### config.mk
export PLATFORM = sky130hd
export DESIGN_NAME = sram_req_arbiter
export DESIGN_NICKNAME = d
export VERILOG_FILES = /design/src/rtl/sram_req_arbiter.sv
export SDC_FILE = /design/constraint.sdc
export NUM_CORES = 1
export LEC_CHECK = 0
export CAP_MARGIN = 20
export CORE_UTILIZATION = 30
export CTS_CLUSTER_SIZE = 24
export DETAILED_ROUTE_END_ITERATION = 7
export GPL_TIMING_DRIVEN = 0
export PLACE_DENSITY = 0.69
export SLEW_MARGIN = 0
export SYNTH_ARGS = -nofsm -noshare
export SYNTH_HDL_FRONTEND = slang
export SYNTH_SLANG_ARGS = --single-unit
### constraint.sdc
create_clock -name clk -period 4 [get_ports clk]
set_clock_uncertainty 0.2 [all_clocks]
set_input_delay 0.8 -clock clk [delete_from_list [all_inputs] [get_ports clk]]
set_output_delay 0.8 -clock clk [all_outputs]
set_load 0.1 [all_outputs]
### src/rtl/sram_req_arbiter.sv
// sram_req_arbiter: merges the core's instruction-fetch and data-access
// sram-like request ports onto one downstream memory port. Only one
// transaction is in flight at a time. Data wins ties unless the instruction
// port has been passed over STARVE_MAX times in a row.
module sram_req_arbiter #(
  parameter int unsigned STARVE_MAX = 4
) (
  input  logic        clk,
  input  logic        reset,
  // instruction-fetch port
  input  logic        inst_req,
  input  logic        inst_wr,
  input  logic [1:0]  inst_size,
  input  logic [31:0] inst_addr,
  input  logic [3:0]  inst_wstrb,
  input  logic [31:0] inst_wdata,
  output logic        inst_addr_ok,
  output logic        inst_data_ok,
  output logic [31:0] inst_rdata,
  // data-access port
  input  logic        data_req,
  input  logic        data_wr,
  input  logic [1:0]  data_size,
  input  logic [31:0] data_addr,
  input  logic [3:0]  data_wstrb,
  input  logic [31:0] data_wdata,
  output logic        data_addr_ok,
  output logic        data_data_ok,
  output logic [31:0] data_rdata,
  // downstream memory port
  output logic        mem_req,
  output logic        mem_wr,
  output logic [1:0]  mem_size,
  output logic [31:0] mem_addr,
  output logic [3:0]  mem_wstrb,
  output logic [31:0] mem_wdata,
  input  logic        mem_addr_ok,
  input  logic        mem_data_ok,
  input  logic [31:0] mem_rdata
);

  typedef enum logic [1:0] {S_IDLE, S_REQ, S_WAIT} state_t;
  typedef enum logic {OWN_INST, OWN_DATA} owner_t;

  localparam logic [3:0] STARVE_LIM = 4'(STARVE_MAX);

  state_t      state_q, state_d;
  owner_t      owner_q, owner_d;
  logic [3:0]  starve_cnt_q, starve_cnt_d;
  logic        wr_q, wr_d;
  logic [1:0]  size_q, size_d;
  logic [31:0] addr_q, addr_d;
  logic [3:0]  wstrb_q, wstrb_d;
  logic [31:0] wdata_q, wdata_d;

  // Downstream request fields come straight from the latched copy so they
  // stay stable for however long the memory stalls the address phase.
  assign mem_wr    = wr_q;
  assign mem_size  = size_q;
  assign mem_addr  = addr_q;
  assign mem_wstrb = wstrb_q;
  assign mem_wdata = wdata_q;

  // Read data is simply forwarded; it only matters alongside a data_ok.
  assign inst_rdata = mem_rdata;
  assign data_rdata = mem_rdata;

  // Next-state, grant selection and handshake outputs.
  always_comb begin
    state_d      = state_q;
    owner_d      = owner_q;
    starve_cnt_d = starve_cnt_q;
    wr_d         = wr_q;
    size_d       = size_q;
    addr_d       = addr_q;
    wstrb_d      = wstrb_q;
    wdata_d      = wdata_q;
    inst_addr_ok = 1'b0;
    data_addr_ok = 1'b0;
    inst_data_ok = 1'b0;
    data_data_ok = 1'b0;
    mem_req      = 1'b0;

    unique case (state_q)
      S_IDLE: begin
        // Outputs are held quiet while reset is asserted.
        if (!reset) begin
          if (data_req && (!inst_req || starve_cnt_q != STARVE_LIM)) begin
            data_addr_ok = 1'b1;
            owner_d      = OWN_DATA;
            wr_d         = data_wr;
            size_d       = data_size;
            addr_d       = data_addr;
            wstrb_d      = data_wstrb;
            wdata_d      = data_wdata;
            state_d      = S_REQ;
            // Count only grants that actually pass over a waiting fetch.
            if (!inst_req) begin
              starve_cnt_d = 4'd0;
            end else if (starve_cnt_q != STARVE_LIM) begin
              starve_cnt_d = starve_cnt_q + 4'd1;
            end
          end else if (inst_req) begin
            inst_addr_ok = 1'b1;
            owner_d      = OWN_INST;
            wr_d         = inst_wr;
            size_d       = inst_size;
            addr_d       = inst_addr;
            wstrb_d      = inst_wstrb;
            wdata_d      = inst_wdata;
            starve_cnt_d = 4'd0;
            state_d      = S_REQ;
          end
        end
      end
      S_REQ: begin
        mem_req = !reset;
        if (mem_addr_ok) begin
          state_d = S_WAIT;
        end
      end
      S_WAIT: begin
        if (mem_data_ok && !reset) begin
          inst_data_ok = (owner_q == OWN_INST);
          data_data_ok = (owner_q == OWN_DATA);
          state_d      = S_IDLE;
        end
      end
      default: state_d = S_IDLE;
    endcase
  end

  // State and latched-request registers; reset abandons any transaction.
  always_ff @(posedge clk) begin
    if (reset) begin
      state_q      <= S_IDLE;
      owner_q      <= OWN_INST;
      starve_cnt_q <= 4'd0;
      wr_q         <= 1'b0;
      size_q       <= 2'd0;
      addr_q       <= 32'd0;
      wstrb_q      <= 4'd0;
      wdata_q      <= 32'd0;
    end else begin
      state_q      <= state_d;
      owner_q      <= owner_d;
      starve_cnt_q <= starve_cnt_d;
      wr_q         <= wr_d;
      size_q       <= size_d;
      addr_q       <= addr_d;
      wstrb_q      <= wstrb_d;
      wdata_q      <= wdata_d;
    end
  end

endmodule

# [Word-level counts from Yosys, hierarchy flattened]
# Cells that the tools add are included.
[totals] ff_bits=78 out_inout_bits=140 wordCells=60 input_bits=180
[op_classes] reduce_logical=10 bitwise_logic=1 addsub=1 n_mux=33 eq_ne=7
[op_table] operator="2-to-1 mux 32 bit" n=4
[op_table] operator="2-to-1 mux 4 bit" n=6
[op_table] operator="2-to-1 mux 1 bit" n=16
[op_table] operator="2-to-1 mux 2 bit" n=6
[op_table] operator="!= test 3 bit, second input constant" n=2
[op_table] operator="case mux 2 bit (3 select lines)" n=1
[op_table] operator="AND reduction 3 bit" n=2
[op_table] operator="adder 4 x 1 -> 4 bit, second input constant" n=1
[op_table] operator="!= test 2 bit, second input constant" n=2
[op_table] operator="!= test 4 x 3 -> 1 bit, second input constant" n=1
[op_table] operator="== test 2 x 1 -> 1 bit, second input constant" n=1
[op_table] operator="== test 2 bit, second input constant" n=1
[op_table] operator="logical AND 1 bit" n=2
[op_table] operator="zero test 1 bit" n=2
[op_table] operator="zero test 2 bit" n=1
[op_table] operator="AND reduction 2 bit" n=1
[op_table] operator="nonzero test 2 bit" n=1
[op_table] operator="logical OR 1 bit" n=1
[op_table] operator="inverter 1 bit" n=1

# [Depth between registers and ports, before layout]
[depth] ltp_word=6 ltp_mapped=7 depth_no_buf=5

# [Least setup slack after synthesis]
# No wires, ideal clock.
[synth_timing] kind="in2out" startpoint="input reset" endpoint="output mem_req" path_stages=3 path_slack_ns=-0.390 path_buffers=2 arrival_time_ns=3.390 required_time_ns=3.000 path_cell_list="clkbuf_1 > clkbuf_1 > nor3b_1"
[synth_between] elab_chain_len=2
[synth_lines] element="start: declaration" line_no="9" source="input logic reset,"
[synth_lines] element="zero test 1 bit" line_no="117" source="mem_req = !reset;"
[synth_lines] element="2-to-1 mux 1 bit" line_no="84" source="unique case (state_q)"
[synth_lines] element="end: declaration" line_no="31" source="output logic mem_req,"
# Every way passes these cells.

# [Worst setup path after layout]
# Ends and elaborated chain as after synthesis.

==> results by group <==
Setup path
  – Arrival time at the worst endpoint: roughly 2.9 ns
  – Cells along the critical path: clkdlybuf4s50_1 > clkbuf_2 > clkbuf_1 > nor3b_2 > clkdlybuf4s15_1
  – WP data required: 3.00 ns
  – Worst Setup Start Kind: primary input
  – Worst Path Max Fanout: 10
  – Buf+Inv Stages, Crit Path: 4
  – Crit path kind: primary input to output port
  – CP top delay family: buffers and inverters
  – CP max stage delay: between 0.7 and 0.8 ns
  – Crit. End Element: output port
  – CP max stage cell: clkdlybuf4s15_1

Timing
  – Final setup fails: 0
  – Max-slew violation count: 0
  – Minimum hold slack: about 0.32 ns
  – Final setup TNS: 0 ns
  – Final hold viol count: 0
  – Worst slew margin: between 30% and 40%
  – Unrepaired setup endpoints after global routing: no
  – Final WS setup: 0.102 ns
  – Final worst path period share: between 90 and 100%
  – Tightest Pin Transition: just over 1 ns
  – Post-layout min period: 3.90 ns
  – Fmax: ~0.26 GHz

Global route
  – Initial antenna violation count: 0
  – Total grt overflow: 0
  – Number of global-route vias before repair: between 5,000 and 6,000
  – Largest net degree at the start of global routing: 13
  – GRT Util Overall: 21.4%
  – First-pass GRT wire length: between 20 and 30 mm

Power and ir drop
  – VDD IR max: roughly 0.00020 V
  – Comb power frac: between 40% and 50%
  – Pwr per Cell Area: approximately 420 nW/um^2
  – P_leak: just over 3 nW
  – Power Total: approximately 3.5 mW
  – Clock Power Share: 24.1%
  – Sw Ratio: between 40% and 50%
  – Switching power total: 1.59 mW
  – Internal: 1.90 mW
  – Sequential Power Share: 26.2%

Placement
  – Final HPWL from detailed placement: roughly 13 mm
  – Gp weighted congestion: between 0.7 and 0.8
  – Dpl cells: just over 1,000
  – Placed cell areas: roughly 8000 sq um
  – IO Port Bufs: ~290
  – Pre-CTS setup slack: -0.469 ns

Route
  – Via count: ~5,300
  – Routed WL: about 18 mm
  – DR vias/cell: around 5
  – Final antenna-violating net count: 0
  – Detailed Routing Iterations Pass 1: 5
  – Wire length per cell: 17.4 um
  – DR iter-0 viols: around 280
  – DRC: 0

CTS
  – Clock-pin slew on the worst setup and hold paths: ~0.06 ns
  – Clock buffer depth: 2
  – Clock Latency Late Sink: ~0.34 ns
  – Post-CTS setup buffers: 0
  – CTS tree: built
  – Root buffer cell: clkbuf_16
  – Sink Count: ~80
  – H-tree depth: 3
  – TritonCTS buffer count: 9

Die
  – I/O Pins: 320
  – Core area: 15,400 sq um
  – Row cnt: 45
  – Die ar.: around 17,000 sq um
  – DIE HEIGHT: around 130 um
  – Die X: 129 um
  – Starting Density: between 30% and 40%

Synthesis
  – Post-Syn Area: just under 5000 sq um
  – EDFF count, synth: 0
  – Register bit count reported by yosys: 78
  – Synth area leader: dfxtp_1
  – Post-synthesis async set-or-reset flop share: 0%
  – Cell count after synthesis: about 540
  – Syn. warnings: 0
  – Cells taking the most area after synthesis: dfxtp_1 32%, a311oi_2 19%, buf_4 10%, a21oi_1 7.9%, nand3_1 7.7%
  – Main flop type after synthesis: dfxtp_1
  – Post-Syn Area per Cell: 8.98 sq um
  – Register area share after synthesis: approximately a third
  – Netlist cell types: 30
  – Syn_nets: between 700 and 800
  – Synth top area share: between 30% and 40%

Finish
  – Final instance area: just over 8000 sq um
  – Share of cells above drive strength 1: about a quarter
  – Commonest non-fill, non-tap cell in the layout: clkdlybuf4s50_1
  – Commonest non-fill, non-tap cells in the layout: 282 x clkdlybuf4s50_1, 78 x dfxtp_1, 76 x a21oi_1
  – Inserted Diodes: 0
  – Layout Cells excl Fill: approximately 1,100
  – Area Growth Syn to Fin: 71.8%
  – Final core utilization: a little over half
  – Layout Nets: 1,016

Run
  – Max-cap violation count: 0

Run status
  – Outcome: complete, no violations

Min path
  – Worst hold path type: register to register
## area by class of cell
cell class | instances | area [sq um]
Clock inverter | 4 | 45.0
Multi-Input combinational cell | 326 | 2360
Clock buffer | 12 | 256
Inverter | 3 | 11.3
Timing Repair Buffer | 287 | 2880
Sequential cell | 78 | 1560
Tap cell | 211 | 264
Fill cell | 1497 | 7160
Buffer | 129 | 895
## routing by layer
metal	global-route usage (%)	up-vias	share of wire, %
met3	4.24	23	6.8
li1	-	2555	-
met2	37.2	224	49
met1	25.8	2510	42
met4	8.58	0	2.2
met5	0	-	0
## tightest hold or removal path, stage by stage (launching register included)
cell and delay [ns]:
dfxtp_1 0.31, a21oi_1 0.11, a311oi_1 0.05
## synth_stat cells (4+ instances only)
cell type,instances
buf_2,30
nand2_1,4
a311oi_1,11
buf_4,66
o21ai_1,8
buf_6,15
nand3_1,74
nor2_1,4
clkbuf_1,17
o21ai_0,65
dfxtp_1,78
a311oi_2,61
a21oi_1,76
## power by group through the flow
| stage | clock network (mW) | registers (mW) | logic, mW |
|---|---|---|---|
| 2_1_floorplan | 0 | 1.54 | 0.662 |
| 3_3_place_gp | 0 | 0.929 | 1.74 |
| 3_5_place_dp | 0 | 0.931 | 1.74 |
| 4_1_cts | 0.865 | 0.916 | 1.74 |
| 5_1_grt | 0.895 | 0.927 | 1.80 |
| 6_report | 0.844 | 0.917 | 1.74 |
## final timing paths
path,cells past startpoint,slack [ns],start,endpoint
min,2,0.32,mem_wdata[24],mem_wdata[24]
min reg2reg,2,0.32,mem_wdata[24],mem_wdata[24]
max reg2reg,7,2.04,starve_cnt_q[0],mem_addr[7]
max,5,0.10,reset,mem_req
## sequential cells by signal, indices dropped and copies added (netlist names)
signal,cells
mem_wr,1
mem_size,2
mem_wdata,32
starve_cnt_q,4
mem_wstrb,4
owner_q,1
mem_addr,32
state_q,2
## kinds of logic after synthesis
family / Yosys count / share of synthesized area (%)
compound gates: 223 / 36.9
xor+xnor: 1 / 0.182
fa+ha+maj: 2 / 0.520
buf+inv: 132 / 18.8
flops: 78 / 32.4
simple gates: 100 / 11.2
## repair_timing
action | in CTS | in global routing
resized for setup | 8 | 3
hold buffers | 0 | 0
setup endpoints to repair | 3 | 3
cloned | 0 | 0
No activity file was read; power rests on OpenSTA's default activity.
